<file path="src/rtl/if_fetch_unit_if.sv">
// Fetch-stage bus bundle: instruction-memory handshake, redirect input and IF/ID head output.
interface if_fetch_unit_if;
    logic        imem_req;
    logic [31:0] imem_addr;
    logic        imem_ack;
    logic [31:0] imem_rdata;
    logic        redirect;
    logic [31:0] redirect_pc;
    logic        wir;
    logic [31:0] pc4;
    logic [31:0] ins;
    logic        valid;

    modport master (
        output imem_req, imem_addr, pc4, ins, valid,
        input  imem_ack, imem_rdata, redirect, redirect_pc, wir
    );

    modport slave (
        input  imem_req, imem_addr, pc4, ins, valid,
        output imem_ack, imem_rdata, redirect, redirect_pc, wir
    );
endinterface

</file>
<file path="src/rtl/if_fetch_unit.sv">
// Instruction-fetch stage: PC owner, imem req/ack master, prefetch queue feeding IF/ID.
// Optional perf counters (stall_cnt, flush_cnt) when IF_PERF_CNT_EN is defined.
module if_fetch_unit #(
    parameter logic [31:0] RESET_PC = 32'h0000_0000,
    parameter int unsigned DEPTH    = 2
) (
    input  logic              clk,
    input  logic              rst_n,
    if_fetch_unit_if.master   bus
`ifdef IF_PERF_CNT_EN
    ,
    output logic [31:0]       stall_cnt,
    output logic [15:0]       flush_cnt
`endif
);
    localparam int unsigned PTR_W = (DEPTH > 1) ? $clog2(DEPTH) : 1;
    localparam int unsigned CNT_W = PTR_W + 1;

    typedef struct packed {
        logic [31:0] pc4;
        logic [31:0] ins;
    } entry_t;

    typedef enum logic [1:0] {S_IDLE, S_WAIT, S_DROP} state_t;

    state_t             state, state_nxt;
    entry_t             mem [DEPTH];
    entry_t             push_entry, head_nxt;
    logic [PTR_W-1:0]   rd_ptr, wr_ptr, rd_ptr_nxt, wr_ptr_nxt;
    logic [CNT_W-1:0]   count, count_pop, count_nxt;
    logic [31:0]        pc, pc_nxt, addr_nxt, redir_pc;
    logic               push, pop, xfer, space, req_nxt, valid_nxt;

    assign redir_pc = {bus.redirect_pc[31:2], 2'b00};

    // State register
    always_ff @(posedge clk or negedge rst_n) begin
        if (!rst_n) state <= S_IDLE;
        else        state <= state_nxt;
    end

    // Next-state, queue bookkeeping and fetch address
    always_comb begin
        state_nxt  = state;
        pc_nxt     = pc;
        addr_nxt   = bus.imem_addr;
        xfer       = bus.imem_req && bus.imem_ack;
        pop        = bus.valid && bus.wir && !bus.redirect;
        push       = (state == S_WAIT) && xfer && !bus.redirect;
        push_entry = '{pc4: pc + 32'd4, ins: bus.imem_rdata};
        count_pop  = count - CNT_W'(pop);
        count_nxt  = count_pop + CNT_W'(push);
        rd_ptr_nxt = rd_ptr + PTR_W'(pop);
        wr_ptr_nxt = wr_ptr + PTR_W'(push);
        space      = count_nxt < CNT_W'(DEPTH);
        if (push) pc_nxt = pc + 32'd4;

        case (state)
            S_IDLE: begin
                if (bus.redirect) begin
                    pc_nxt = redir_pc;
                end else if (space) begin
                    state_nxt = S_WAIT;
                    addr_nxt  = pc;
                end
            end
            S_WAIT: begin
                if (bus.redirect) begin
                    pc_nxt    = redir_pc;
                    state_nxt = xfer ? S_IDLE : S_DROP;
                end else if (xfer) begin
                    // Back-to-back issue in the ack cycle when the queue still has room
                    if (space) addr_nxt = pc + 32'd4;
                    else       state_nxt = S_IDLE;
                end
            end
            S_DROP: begin
                if (bus.redirect) pc_nxt = redir_pc;
                if (xfer) state_nxt = S_IDLE;
            end
            default: state_nxt = S_IDLE;
        endcase

        if (bus.redirect) begin
            count_nxt  = '0;
            rd_ptr_nxt = '0;
            wr_ptr_nxt = '0;
        end

        req_nxt   = (state_nxt != S_IDLE);
        valid_nxt = (count_nxt != '0);
        if (count_nxt == '0)      head_nxt = '0;
        else if (count_pop == '0) head_nxt = push_entry;
        else                      head_nxt = mem[rd_ptr_nxt];
    end

    // Datapath and registered outputs
    always_ff @(posedge clk or negedge rst_n) begin
        if (!rst_n) begin
            pc            <= RESET_PC;
            bus.imem_addr <= RESET_PC;
            bus.imem_req  <= 1'b0;
            count         <= '0;
            rd_ptr        <= '0;
            wr_ptr        <= '0;
            bus.valid     <= 1'b0;
            bus.pc4       <= '0;
            bus.ins       <= '0;
        end else begin
            pc            <= pc_nxt;
            bus.imem_addr <= addr_nxt;
            bus.imem_req  <= req_nxt;
            count         <= count_nxt;
            rd_ptr        <= rd_ptr_nxt;
            wr_ptr        <= wr_ptr_nxt;
            bus.valid     <= valid_nxt;
            bus.pc4       <= head_nxt.pc4;
            bus.ins       <= head_nxt.ins;
        end
    end

    // Queue storage needs no reset; count gates visibility
    always_ff @(posedge clk) begin
        if (push) mem[wr_ptr] <= push_entry;
    end

`ifdef IF_PERF_CNT_EN
    always_ff @(posedge clk or negedge rst_n) begin
        if (!rst_n) begin
            stall_cnt <= '0;
            flush_cnt <= '0;
        end else begin
            if (!bus.valid && !bus.redirect) stall_cnt <= stall_cnt + 32'd1;
            if (bus.redirect && ((count != '0) || (state != S_IDLE)) && (flush_cnt != 16'hFFFF))
                flush_cnt <= flush_cnt + 16'd1;
        end
    end
`endif

endmodule
</file>
<file path="src/flat_wrapper.sv">
// flat-port wrapper written by rule: the top's interface ports become plain ports
module if_fetch_unit_flat 
#(
    parameter logic [31:0] RESET_PC = 32'h0000_0000,
    parameter int unsigned DEPTH    = 2
)
  (clk, rst_n, bus_imem_req, bus_imem_addr, bus_pc4, bus_ins, bus_valid, bus_imem_ack, bus_imem_rdata, bus_redirect, bus_redirect_pc, bus_wir);
  if_fetch_unit_if bus_i ();
  input  logic clk;
  input  logic rst_n;
  output wire logic [$bits(bus_i.imem_req)-1:0] bus_imem_req;
  output wire logic [$bits(bus_i.imem_addr)-1:0] bus_imem_addr;
  output wire logic [$bits(bus_i.pc4)-1:0] bus_pc4;
  output wire logic [$bits(bus_i.ins)-1:0] bus_ins;
  output wire logic [$bits(bus_i.valid)-1:0] bus_valid;
  input wire logic [$bits(bus_i.imem_ack)-1:0] bus_imem_ack;
  input wire logic [$bits(bus_i.imem_rdata)-1:0] bus_imem_rdata;
  input wire logic [$bits(bus_i.redirect)-1:0] bus_redirect;
  input wire logic [$bits(bus_i.redirect_pc)-1:0] bus_redirect_pc;
  input wire logic [$bits(bus_i.wir)-1:0] bus_wir;
  assign bus_imem_req = bus_i.imem_req;
  assign bus_imem_addr = bus_i.imem_addr;
  assign bus_pc4 = bus_i.pc4;
  assign bus_ins = bus_i.ins;
  assign bus_valid = bus_i.valid;
  assign bus_i.imem_ack = bus_imem_ack;
  assign bus_i.imem_rdata = bus_imem_rdata;
  assign bus_i.redirect = bus_redirect;
  assign bus_i.redirect_pc = bus_redirect_pc;
  assign bus_i.wir = bus_wir;
  if_fetch_unit #(.RESET_PC(RESET_PC), .DEPTH(DEPTH)) u_core (.clk(clk), .rst_n(rst_n), .bus(bus_i));
endmodule
</file>
<file path="config.mk">
export PLATFORM = sky130hd
export DESIGN_NAME = if_fetch_unit_flat
export DESIGN_NICKNAME = d
export VERILOG_FILES = /design/src/rtl/if_fetch_unit_if.sv /design/src/rtl/if_fetch_unit.sv /design/src/flat_wrapper.sv
export SDC_FILE = /design/constraint.sdc
export NUM_CORES = 1
export LEC_CHECK = 0
export ABC_AREA = 1
export CELL_PAD_IN_SITES_DETAIL_PLACEMENT = 1
export CELL_PAD_IN_SITES_GLOBAL_PLACEMENT = 2
export CORE_MARGIN = 10
export CORE_UTILIZATION = 34
export DETAILED_ROUTE_END_ITERATION = 10
export PLACE_DENSITY = 0.88
export SYNTH_ARGS = -nofsm -noshare
export SYNTH_HDL_FRONTEND = slang
export SYNTH_SLANG_ARGS = --single-unit
</file>
<file path="constraint.sdc">
create_clock -name clk -period 3.18 [get_ports clk]
set_input_delay 0.477 -clock clk [delete_from_list [all_inputs] [get_ports clk]]
set_output_delay 0.477 -clock clk [all_outputs]
set_load 0.005 [all_outputs]
</file>
# Word level (Yosys, flattened, before mapping)
# Memories as Yosys holds them, arrays and structs flattened.
# Index checks and enable logic that the tools add are counted.
[classes]
n_addsub = 5
n_lt_le_gt_ge = 1
eq_ne = 7
mux = 24
n_reduce_logical = 14
[ops]
columns = ["operator", "n"]
rows = [
  ["32-bit two-way mux", 8],
  ["64-bit two-way mux", 2],
  ["32-bit one-hot mux with 2 select lines", 1],
  ["32-bit by 3-bit adder with 32-bit output, second input constant", 1],
  ["2-bit two-way mux", 8],
  ["2-bit logical NOT", 3],
  ["2-bit by 1-bit != test with 1-bit output, second input constant", 3],
  ["2-bit one-hot mux with 3 select lines", 1],
  ["6-bit AND reduction", 1],
  ["2-bit nonzero test", 3],
  ["1-bit logical AND", 5],
  ["1-bit two-way mux", 4],
  ["2-bit != test, second input constant", 2],
  ["3-bit OR reduction", 1],
  ["1-bit adder", 2],
  ["2-bit by 1-bit adder with 2-bit output", 1],
  ["2-bit by 1-bit equality test with 1-bit output, second input constant", 1],
  ["2-bit equality test, second input constant", 1],
  ["2-bit < comparator, second input constant", 1],
  ["2-bit by 1-bit subtractor with 2-bit output", 1],
  ["1-bit logical NOT", 1],
]
[word_totals]
regBits = 136
mem_bits_rw = 128
input_bits = 69
output_inout_bits = 98
elab_cells = 62
memories = 1
[memory_table]
columns = ["memory", "depth", "word_bits", "read_ports", "rd_ports_with_merged_regs", "write_ports", "line_no", "rtl"]
rows = [
  ["u_core.mem", 2, 64, 1, 0, 1, "if_fetch_unit.sv:27", "entry_t mem [DEPTH];"],
]

# Depth between registers and ports, before layout
[depth]
word_depth = 10
mapped_depth = 15
ltp_nobuf = 13

# Worst setup path before layout
# No wires, ideal clock.
[synth_timing]
path_type = "input to register"
from = "in bus_redirect"
to = "mem u_core.mem[1][0] (netlist bit) (enable)"
setup_time_ns = 0.427
t_arrival_ns = 2.721
required_time_ns = 2.753
slack_ns = 0.032
stages = 6
path_buffers = 2
cell_sequence = "buf_4 nor2_2 nand3_1 inv_1 buf_2 ha_1"
[synth_via]
elab_chain_len = 4
[synth_rtl]
columns = ["item", "line_no", "rtl"]
rows = [
  ["start: declaration", "flat_wrapper.sv:18", "input wire logic [$bits(bus_i.redirect)-1:0] bus_redirect;"],
  ["1-bit logical NOT", "if_fetch_unit.sv:49", "push = (state == S_WAIT) && xfer && !bus.redirect;"],
  ["1-bit logical AND", "if_fetch_unit.sv:49", ""],
  ["1-bit two-way mux", "if_fetch_unit.sv:124", "if (push) mem[wr_ptr] <= push_entry;"],
  ["1-bit two-way mux (implied by the code)", "if_fetch_unit.sv:124", ""],
  ["end: declaration", "if_fetch_unit.sv:27", ""],
]
# Every way passes these cells.

==> results.md <==
* Status: finished, final reports clean
* Placed cell count at roughly 1.7k
* Resized cells post-CTS at 0
* Final setup TNS at 0 ns
* Diodes inserted at 0
* Row count at 66
* Seq cells post-synth at 254
* PD cells at between 700 and 800 mW/mm²
* Post-DP HPWL at between 20 and 25 mm
* Layout cell share with drive strength beyond 1 at 7.47%
* Top-area cell type share of the netlist area at 33.4%
* Synth Cell Area at roughly 0.011 mm²
* Post-Layout Cell Count at 1781
* Most frequent cells after synthesis: nand2_1 (357), dfrtp_1 (130), edfxtp_1 (124), nand3_1 (119), inv_1 (114)
* Yosys top cell by area: edfxtp_1
* Most used DFF post-synth: dfrtp_1
* Core Box Area at 0.0325 mm²
* Clock share of power at between 30% and 40%
* Type of the tightest min-delay check: in2async
* Deepest clock path buffer count at 3
* Final #Nets at between 1k and 1.5k
* Slew HR at 44.7%
* Worst Tran Pin Value at 0.829 ns
* CP Launch Type: input port
* RSZ-0062 raised after global routing: no
* P_int at approximately 7 mW
* Setup Skew at 0.0200 ns
* Total GRT Usage at 16.5%
* Sw Share at 31.9%
* Top post-synthesis cells by area: edfxtp_1 (33%), dfrtp_1 (29%), nand2_1 (12%)
* Total Wirelength at around 34 mm
* Crit share post-route at 78.5%
* Die H at 201 µm
* Worst ir drop on vdd at 0.409 mV
* Drt pass-1 iters at 5
* Final core utilization at 44.0%
* Avg Synthesized Cell Area at 9.69 µm²
* Die Width at 201 µm
* Avg Vias per Cell at just under 5
* Post-synth cell types at 33
* Routed len/inst at 19.1 µm
* Max Cap Viol at 0
* Post-synth EDFFs at 124
* Clock sink count at 254
* CTS tree: yes
* Routed Antenna Nets at 0
* RePlAce Congestion at around 0.88
* Root buffer cell: clkbuf_16
* Tmin final at about 2.5 ns
* Sequential cell area fraction in the yosys report at 62.7%
* Reg power frac at 42.1%
* Sw Pwr at 3.27 mW
* Fmax at between 0.4 and 0.5 GHz
* Gate power share at a little over a quarter
* Worst endpoint required time at 3.66 ns
* Initial antenna violation count at 0
* Clk slew on worst S/H paths at 0.06 ns
* Via count at between 8k and 9k
* Largest net degree at the start of global routing at 80
* H-tree depth at 1
* Residual DRC at 0
* Clock Latency Late Sink at 0.54 ns
* Cells after Synth at 1149
* Critical path arrival at 2.98 ns
* Crit path kind: in2reg
* Async SR Flop Fraction at between 50% and 60%
* GRT overflow at 0
* Hold buffer count at cts at 0
* Pleak at ~6.4 nW
* Endpoints failing hold at 0
* I/O pins at approximately 170
* Fill cells at about 3.6k
* Starting DRT DRC Count at 356
* Top-count cell post-synth: nand2_1
* First-pass GRT wire length at 53.7 mm
* Crit end category: flip-flop
* CTS buffer count at 29
* Slew Viols, Final at 0
* Setup violators final at 0
* CP Max Fanout at 21
* Full die area at 0.0404 mm²
* Vias in the first global route at 9224
* Initial Utilization at 34.3%
* Ys Warns at 0
* Post-CTS Setup Inserts at 0
* Number of port buffers at 160
* FF-to-FF path depth at 12
* P&R area growth vs syn at 28.2%
-- cell usage in the layout (no fill, tap or decap), types with 2 or more instances in the layout --
master / n
nand2_1: 356
clkdlybuf4s50_1: 159
dfrtp_1: 130
edfxtp_1: 124
nand3_1: 119
inv_1: 114
nor2_1: 70
a21oi_1: 49
o211a_1: 37
clkbuf_16: 29
o22ai_1: 27
buf_4: 19
o21ai_0: 16
clkbuf_1: 10
buf_12: 9
nor2_2: 6
nand2_2: 6
clkbuf_8: 6
nor2_4: 5
o21ai_1: 5
o21bai_1: 4
conb_1: 4
clkinv_2: 4
inv_2: 3
nand4_1: 3
ha_1: 3
xor2_1: 2
or2_2: 2
ha_2: 2
inv_6: 2
clkinv_1: 2
-- power by group through the flow --
stage	combinational, mW	sequential (mW)	clock, mW
global route	3.14	4.36	3.36
finish	2.80	4.31	3.13
detailed placement	2.83	4.37	0
floorplan	1.41	4.30	0
global placement	2.75	4.35	0
CTS	2.86	4.31	3.23
-- state kept, by name (all words and copies together), names as in the netlist --
name	flops
u_core.mem	124
u_core.bus.ins	32
u_core.bus.imem_addr	30
u_core.bus.pc4	30
u_core.pc	30
u_core.count	2
u_core.state	2
u_core.bus.imem_req	1
u_core.bus.valid	1
u_core.rd_ptr	1
u_core.wr_ptr	1
-- path summary, 6_finish.rpt --
| kind | start | end | slack [ns] |
|---|---|---|---|
| setup / recovery | bus_redirect | u_core.bus.pc4[28] | 0.68 |
| hold / removal | rst_n | u_core.pc[29] | 0.02 |
| setup reg to reg | u_core.bus.valid | u_core.bus.pc4[28] | 0.73 |
| hold reg to reg | u_core.bus.imem_addr[23] | u_core.bus.imem_addr[23] | 0.48 |
| max in group asynchronous | rst_n | u_core.bus.ins[24] | 2.41 |
| min in group clk | u_core.bus.imem_addr[23] | u_core.bus.imem_addr[23] | 0.48 |
-- per-layer routing --
layer / vias up / share of wire [%] / GRT usage (%)
li1: 4136 / - / -
met1: 4355 / 45 / 21.8
met2: 181 / 49 / 28.1
met3: 29 / 5.0 / 2.92
met4: 0 / 1.2 / 2.70
met5: - / 0 / 0
-- final cells by class --
class	count	area, µm²	area share [%]
Inverter	117	439	3.08
Timing Repair Buffer	188	1930	13.5
Multi-Input combinational cell	726	3480	24.4
Tap cell	442	553	3.87
Clock inverter	9	52.6	0.368
Clock buffer	45	846	5.92
Sequential cell	254	6980	48.9
-- critical path, cell delays in order --
cell and delay [ns]:
clkdlybuf4s50_1 0.58, nor2_1 0.09, ha_1 0.30, inv_1 0.05, ha_1 0.27, inv_1 0.08, o21ai_4 0.56, buf_4 0.31
nand2_1 0.08, inv_1 0.06, nand2_1 0.05, inv_1 0.05
-- kinds of logic (layout without fill, tap and decap cells) --
kind of cell	after synthesis	in the layout	synth area share (%)
XOR/XNOR	3	3	0.304
AND/OR/NAND/NOR	571	571	21.5
buffers and inverters	172	359	6.35
AO/OA/AOI/OAI	143	143	8.63
adder cells (fa/ha/maj)	5	5	0.562
flip-flops	254	254	62.7
other	1	4	0.0337
-- metrics by stage --
stage	power, mW	hold WS, ns	area (µm²)	worst slack [ns]
floorplan	5.72	0.181	11100	0.0322
global placement	7.10	0.464	13400	0.214
detailed placement	7.20	0.472	13400	0.140
CTS	10.4	0.0404	14300	0.679
global route	10.9	0.0684	14300	0.542
finish	10.2	0.0203	14300	0.684
(Power assumes the default switching activity.)
